<file path="src/rtl/alu_exec_unit.sv">
// Handshaked ALU execution unit: ADD/SUB/AND/OR/SLT in one cycle, optional bit-serial SLL/SRL.
// Define ALU_SHIFT_EN to build the multi-cycle shifter; otherwise codes 101/110 act as ADD.
`timescale 1ns/1ps
module alu_exec_unit #(
    parameter int WIDTH = 32
) (
    input  logic             clk,
    input  logic             reset,
    input  logic             in_valid,
    output logic             in_ready,
    input  logic [2:0]       alu_control,
    input  logic [WIDTH-1:0] src_a,
    input  logic [WIDTH-1:0] src_b,
    output logic             out_valid,
    input  logic             out_ready,
    output logic [WIDTH-1:0] result,
    output logic             zero
);

`ifdef ALU_SHIFT_EN
    localparam int SHW = $clog2(WIDTH);
    typedef enum logic [1:0] {IDLE = 2'd0, SHIFT = 2'd1, DONE = 2'd2} state_t;
`else
    typedef enum logic [1:0] {IDLE = 2'd0, DONE = 2'd2} state_t;
`endif

    state_t           r_state;
    state_t           w_state_next;
    logic [WIDTH-1:0] r_result;
    logic [WIDTH-1:0] w_alu_res;
    logic             w_lt;
    logic             w_accept;

`ifdef ALU_SHIFT_EN
    logic [SHW-1:0]   r_count;
    logic             r_dir_right;
    logic [SHW-1:0]   w_shamt;
    logic             w_is_shift;
    logic             w_shift_start;

    assign w_shamt       = src_b[SHW-1:0];
    assign w_is_shift    = (alu_control == 3'b101) || (alu_control == 3'b110);
    assign w_shift_start = w_is_shift && (w_shamt != '0);
`endif

    assign w_accept  = in_valid && in_ready;
    assign in_ready  = (r_state == IDLE);
    assign out_valid = (r_state == DONE);
    assign result    = r_result;
    assign zero      = (r_result == '0);

    assign w_lt = $signed(src_a) < $signed(src_b);

    // Non-shift codes (and 111) resolve in a single cycle; shift codes fall back to ADD here.
    always_comb begin
        w_alu_res = src_a + src_b;
        case (alu_control)
            3'b001:  w_alu_res = src_a - src_b;
            3'b010:  w_alu_res = src_a & src_b;
            3'b011:  w_alu_res = src_a | src_b;
            3'b100:  w_alu_res = {{(WIDTH-1){1'b0}}, w_lt};
            default: w_alu_res = src_a + src_b;
        endcase
    end

    always_comb begin
        w_state_next = r_state;
        case (r_state)
            IDLE: begin
                if (w_accept) begin
`ifdef ALU_SHIFT_EN
                    w_state_next = w_shift_start ? SHIFT : DONE;
`else
                    w_state_next = DONE;
`endif
                end
            end
`ifdef ALU_SHIFT_EN
            SHIFT: begin
                if (r_count == SHW'(1)) begin
                    w_state_next = DONE;
                end
            end
`endif
            DONE: begin
                if (out_ready) begin
                    w_state_next = IDLE;
                end
            end
            default: w_state_next = IDLE;
        endcase
    end

    always_ff @(posedge clk or posedge reset) begin
        if (reset) begin
            r_state  <= IDLE;
            r_result <= '0;
`ifdef ALU_SHIFT_EN
            r_count     <= '0;
            r_dir_right <= 1'b0;
`endif
        end else begin
            r_state <= w_state_next;
            if (w_accept) begin
`ifdef ALU_SHIFT_EN
                if (w_is_shift) begin
                    // Shift amount 0 just passes src_a through with single-cycle latency.
                    r_result    <= src_a;
                    r_count     <= w_shamt;
                    r_dir_right <= alu_control[1];
                end else begin
                    r_result <= w_alu_res;
                end
`else
                r_result <= w_alu_res;
`endif
            end
`ifdef ALU_SHIFT_EN
            else if (r_state == SHIFT) begin
                r_result <= r_dir_right ? (r_result >> 1) : (r_result << 1);
                r_count  <= r_count - SHW'(1);
            end
`endif
        end
    end

endmodule
</file>
<file path="config.mk">
export PLATFORM = sky130hd
export DESIGN_NAME = alu_exec_unit
export DESIGN_NICKNAME = d
export VERILOG_FILES = /design/src/rtl/alu_exec_unit.sv
export SDC_FILE = /design/constraint.sdc
export NUM_CORES = 1
export LEC_CHECK = 0
export BUFFER_PORTS_ARGS = -buffer_cell sky130_fd_sc_hd__buf_2
export CAP_MARGIN = 20
export CORE_ASPECT_RATIO = 1.75
export CORE_MARGIN = 5
export CORE_UTILIZATION = 50
export DETAILED_ROUTE_END_ITERATION = 16
export PLACE_DENSITY = 0.83
export SKIP_LAST_GASP = 1
export SLEW_MARGIN = 10
export SYNTH_ARGS = -nofsm -noshare
export SYNTH_HDL_FRONTEND = slang
export SYNTH_SLANG_ARGS = --single-unit
</file>
<file path="constraint.sdc">
create_clock -name clk -period 1.3 [get_ports clk]
set_input_delay 0.13 -clock clk [delete_from_list [all_inputs] [get_ports clk]]
set_output_delay 0.13 -clock clk [all_outputs]
set_load 0.005 [all_outputs]
</file>
==> run metrics, run 1 <==
global route overflow around 300; CTS root buffer clkbuf_16; failing step 5_1_grt; Distinct cells, synth between 80 and 90; Synth Flop Type dfrtp_1; Log Error [ERROR GRT-0232] Routing congestion too high. Check the congestion heatmap in the GUI.; dpl ws -1820 ps; row cnt 53; top cell type's share of synthesized area 0.198; Async SR Flop Fraction 1.00; Worst-path end type sequential cell input; post-synthesis sequential area ratio 0.136; Initial Util 0.507; Yosys reg bits 33; PortBufs roughly 110; die height roughly 160 um; htree depth 2; most frequent cells after synthesis inv_1 (97), ha_1 (96), nor2_1 (91), a21oi_1 (72), nand2_1 (70); RePlAce Congestion around 1.1; GRT Overall Usage 0.793; Synth area leaders ha_1 (20%), dfrtp_1 (14%), inv_1 (6.0%); Mapped Cells 851; Syn Area/Cell 7.15 sq um; detailed placement HPWL around 21000 um; outcome did not finish; synthesized area slightly above 6000 sq um; worst-path endpoint after global-route repair_timing result[30]$_DFFE_PP0P_/D; Sink Count 33; clk buf depth 2; syn_nets 1020; Die Wd approximately 93 um; Synth area leader ha_1; largest net degree at the start of global routing 34; most common cell in the netlist inv_1; Synth Warn # 0; cts bufs inserted 5; num ports 106; EDFF count, synth 0
timing repair:
item	4_1_cts
gates resized for setup	134
endpoints found under the setup margin	33
hold buffers	1
buffers inserted	16
pin swaps	99
endpoints found under the hold margin	33
cells by family after synthesis:
group	share of synthesized area
compound gates	0.330
simple gates	0.187
buf+inv	0.0988
fa+ha+maj	0.214
flops	0.136
xor+xnor	0.0302
mux	0.00494
metrics by stage:
stage	cells	hold slack (ps)	area, sq um
4_1_cts	1410	61.1	10100
3_3_place_gp	1387	240	9240
2_1_floorplan	851	226	6360
3_5_place_dp	1387	247	9240
layer usage:
metal | track usage | overflow
met2 | 0.983 | 193
met5 | 0.149 | 0
met4 | 0.845 | 94
met1 | 0.769 | 2
met3 | 0.616 | 6
==> run 2, diff against run 1 <==
--- a/config.mk
+++ b/config.mk
@@ -7,11 +7,10 @@
 export LEC_CHECK = 0
 export BUFFER_PORTS_ARGS = -buffer_cell sky130_fd_sc_hd__buf_2
 export CAP_MARGIN = 20
-export CORE_ASPECT_RATIO = 1.75
 export CORE_MARGIN = 5
-export CORE_UTILIZATION = 50
+export CORE_UTILIZATION = 35
 export DETAILED_ROUTE_END_ITERATION = 16
-export PLACE_DENSITY = 0.83
+export PLACE_DENSITY_LB_ADDON = 0.15
 export SKIP_LAST_GASP = 1
 export SLEW_MARGIN = 10
 export SYNTH_ARGS = -nofsm -noshare
==> constraint.sdc (replaced) <==
create_clock -name clk -period 1.69 [get_ports clk]
set_input_delay 0.169 -clock clk [delete_from_list [all_inputs] [get_ports clk]]
set_output_delay 0.169 -clock clk [all_outputs]
set_load 0.005 [all_outputs]
==> run 2 against run 1 <==
The flow now finishes, with violations (negative hold slack, negative setup slack). Area after synthesis unchanged. Synthesized cell count unchanged.
==> run metrics, run 2 <==
outcome finished with violations (was did not finish); failing checks negative hold slack, negative setup slack; Req. time, crit path between 1500 and 2000 ps; die height 142 um (was 156 um); Final Instance Count excl. Fillers 1444; commonest non-fill, non-tap cells in the layout buf_4 (292), buf_2 (94), nor2_1 (89), inv_1 (79), ha_1 (75); detailed placement HPWL 19300 um (was 21300 um); routed len/inst 16.4 um; post-synthesis sequential area ratio 0.136 (unchanged); endpoints failing hold 27; Pint ~3600 uW; first-pass GRT wire length ~38000 um; worst skew pair latency 280 ps; proportion of layout cells with a drive suffix above 1 0.478; leakage power 0.00491 uW; ordered cell list for the critical path buf_8 > buf_6 > ha_4 > o21bai_4 > a221oi_4 > o211ai_1 > buf_4 > o31ai_4 > a31oi_4 > o21ai_1 > a21oi_1 > nor2_1 > nor2_1 > or4_1 > o211ai_1; Post-CTS Hold Fix Bufs 0 (was 1); Synth Warn # 0 (unchanged); WP depth 15; reg2reg setup slack ~120 ps; crit path launch src_a[1]; commonest non-fill, non-tap cell in the layout buf_4; num ports 106 (unchanged); Slew Limit Fails 0; FILL cells approximately 1600; clk_skew between 3 and 4 ps; CTS root buffer clkbuf_16 (unchanged); Worst Slack Setup Final -896 ps; Crit path largest cell delay about 510 ps; Synth area leaders ha_1 (20%), dfrtp_1 (14%), inv_1 (6.0%) (unchanged); switching share of power 0.410; Layout Nets about 1400; dpl ws -1360 ps (was -1820 ps); CTS tree built; RePlAce Congestion 0.919 (was 1.11); cts bufs inserted 5 (unchanged); critical path's top delay family compound AO/OA/AOI/OAI gates; synthesized area 6080 sq um (unchanged); Tightest Pin Transition ~470 ps; DRT iter0 DRCs 530; Pwr Density a little under 600 nW/um^2; vias per inst a little over 5; CP bufs+invs 3; core area between 15000 and 20000 sq um; GRT Overall Usage 0.228; die area 20100 sq um; Distinct cells, synth 81 (unchanged); Initial Util 0.354 (was 0.507); Synth Flop Type dfrtp_1 (unchanged); Tcrit/Tclk final 1.53; htree depth 2 (unchanged); end point of the critical path result[31]; most common cell in the netlist inv_1 (unchanged); Die Wd 142 um (was 93.4 um); P_sw approximately 2500 uW; largest net degree at the start of global routing 34; post-placement cell area 9070 sq um (was 9240 sq um); top cell type's share of synthesized area 0.198 (unchanged); Routed WL about 24000 um; clock network fraction of design power 0.184; clock slew at reported path FFs approximately 60 ps; worst r2r src r_state[1]; dpl cells 1416 (was 1387); critical path fanouts, max 2; Gate power share 0.606; EDFF count, synth 0 (unchanged); initial antenna violation count 0; Finished Cell Area 10300 sq um; post-route ant nets 0; clk buf depth 2 (unchanged); Synth area leader ha_1 (unchanged); Max-slew headroom 0.690; PortBufs 105 (unchanged); VDD IR max 0.389 mV; Hold WS -10.1 ps; Mapped Cells 851 (unchanged); Sink Count 33 (unchanged); Syn-to-layout area delta 68.6%; row cnt 48 (was 53); Yosys reg bits 33 (unchanged); Setup crit end kind flop; router iterations before antenna repair 5; Final min period around 2600 ps; Worst path slowest cell or4_1; FF-to-FF End result[12]; Setup CP Type in2reg; Achievable Freq 387 MHz; n_diodes 0; max FFs per register 32; Via Count approximately 7500; most frequent cells after synthesis inv_1 (97), ha_1 (96), nor2_1 (91), a21oi_1 (72), nand2_1 (70) (unchanged); hold crit path type in2async; final setup vio count 28; global route overflow 0; Async SR Flop Fraction 1.00 (unchanged); RSZ-0062 raised after global routing yes; CP Data Arrival Time approximately 2800 ps; R2R depth 8; syn_nets 1020 (unchanged); Worst setup SP type input pin; DR DRC count 0; vias in the first global route about 7100; Syn Area/Cell 7.15 sq um (unchanged); maxcap violations 0; register share of total power 0.210
==> run 2: repair_timing <==
item                       in CTS  in global routing
setup endpoints to repair      29                 30
gates cloned                    0                  0
resized for setup             111                 60
setup buffers                  13                 11
pin swaps                      85                 52
==> run 2: kinds of logic after synthesis <==
kind of cell,after synthesis,share of synthesized area
buffers and inverters,150,0.0988
adder cells (fa/ha/maj),104,0.214
XOR/XNOR,21,0.0302
multiplexers,3,0.00494
flip-flops,33,0.136
AND/OR/NAND/NOR,247,0.187
AO/OA/AOI/OAI,293,0.330
==> run 2: metal layers <==
layer | part of all wire | up-vias | track usage
li1 | - | 3736 | -
met1 | 0.47 | 3466 | 0.330
met2 | 0.45 | 258 | 0.366
met3 | 0.057 | 45 | 0.0226
met4 | 0.022 | 0 | 0.0500
met5 | 0 | - | 0
==> run 2: final cells by class <==
| cell class | instances | area [sq um] | area share |
|---|---|---|---|
| multi-input combinational | 668 | 5570 | 0.543 |
| timing repair buffer | 408 | 2950 | 0.288 |
| sequential | 33 | 828 | 0.0808 |
| inverter | 102 | 445 | 0.0434 |
| tap | 225 | 282 | 0.0275 |
| clock buffer | 6 | 139 | 0.0135 |
| clock inverter | 2 | 37.5 | 0.00366 |
==> run 2: worst min path at each step <==
stage	start	end	slack, ps	depth (start not counted)
after detailed placement	reset	result[2]	300	3
after floorplan	out_ready	r_state[1]	270	1
after global routing	reset	result[29]	40	3
after global placement	reset	result[2]	300	3
after CTS	reset	result[2]	6	3
final	reset	result[29]	-10	3
==> run 2: stage by stage <==
| stage | hold slack (ps) | setup TNS [ps] | util | total power, uW |
|---|---|---|---|---|
| after global placement | 303 | -30270 | 0.528 | 4450 |
| after global routing | 43.8 | -20330 | 0.597 | 6510 |
| final | -10.1 | -16970 | 0.597 | 6120 |
| after CTS | 6.03 | -16600 | 0.575 | 5890 |
| after detailed placement | 304 | -31110 | 0.528 | 4470 |
| after floorplan | 265 | -15730 | - | 2840 |
==> run 2: power groups by stage <==
stage	logic (uW)	clock network [uW]	registers, uW
CTS	3480	1140	1270
detailed placement	3200	0	1270
global route	4030	1170	1310
finish	3710	1120	1290
floorplan	1650	0	1190
global placement	3180	0	1270
==> run 2: tightest hold or removal path: cells and delay by family <==
family	cells	cell delay (ps)
buffers and inverters	3	540
Note: power is estimated with default switching activity, not from simulation.
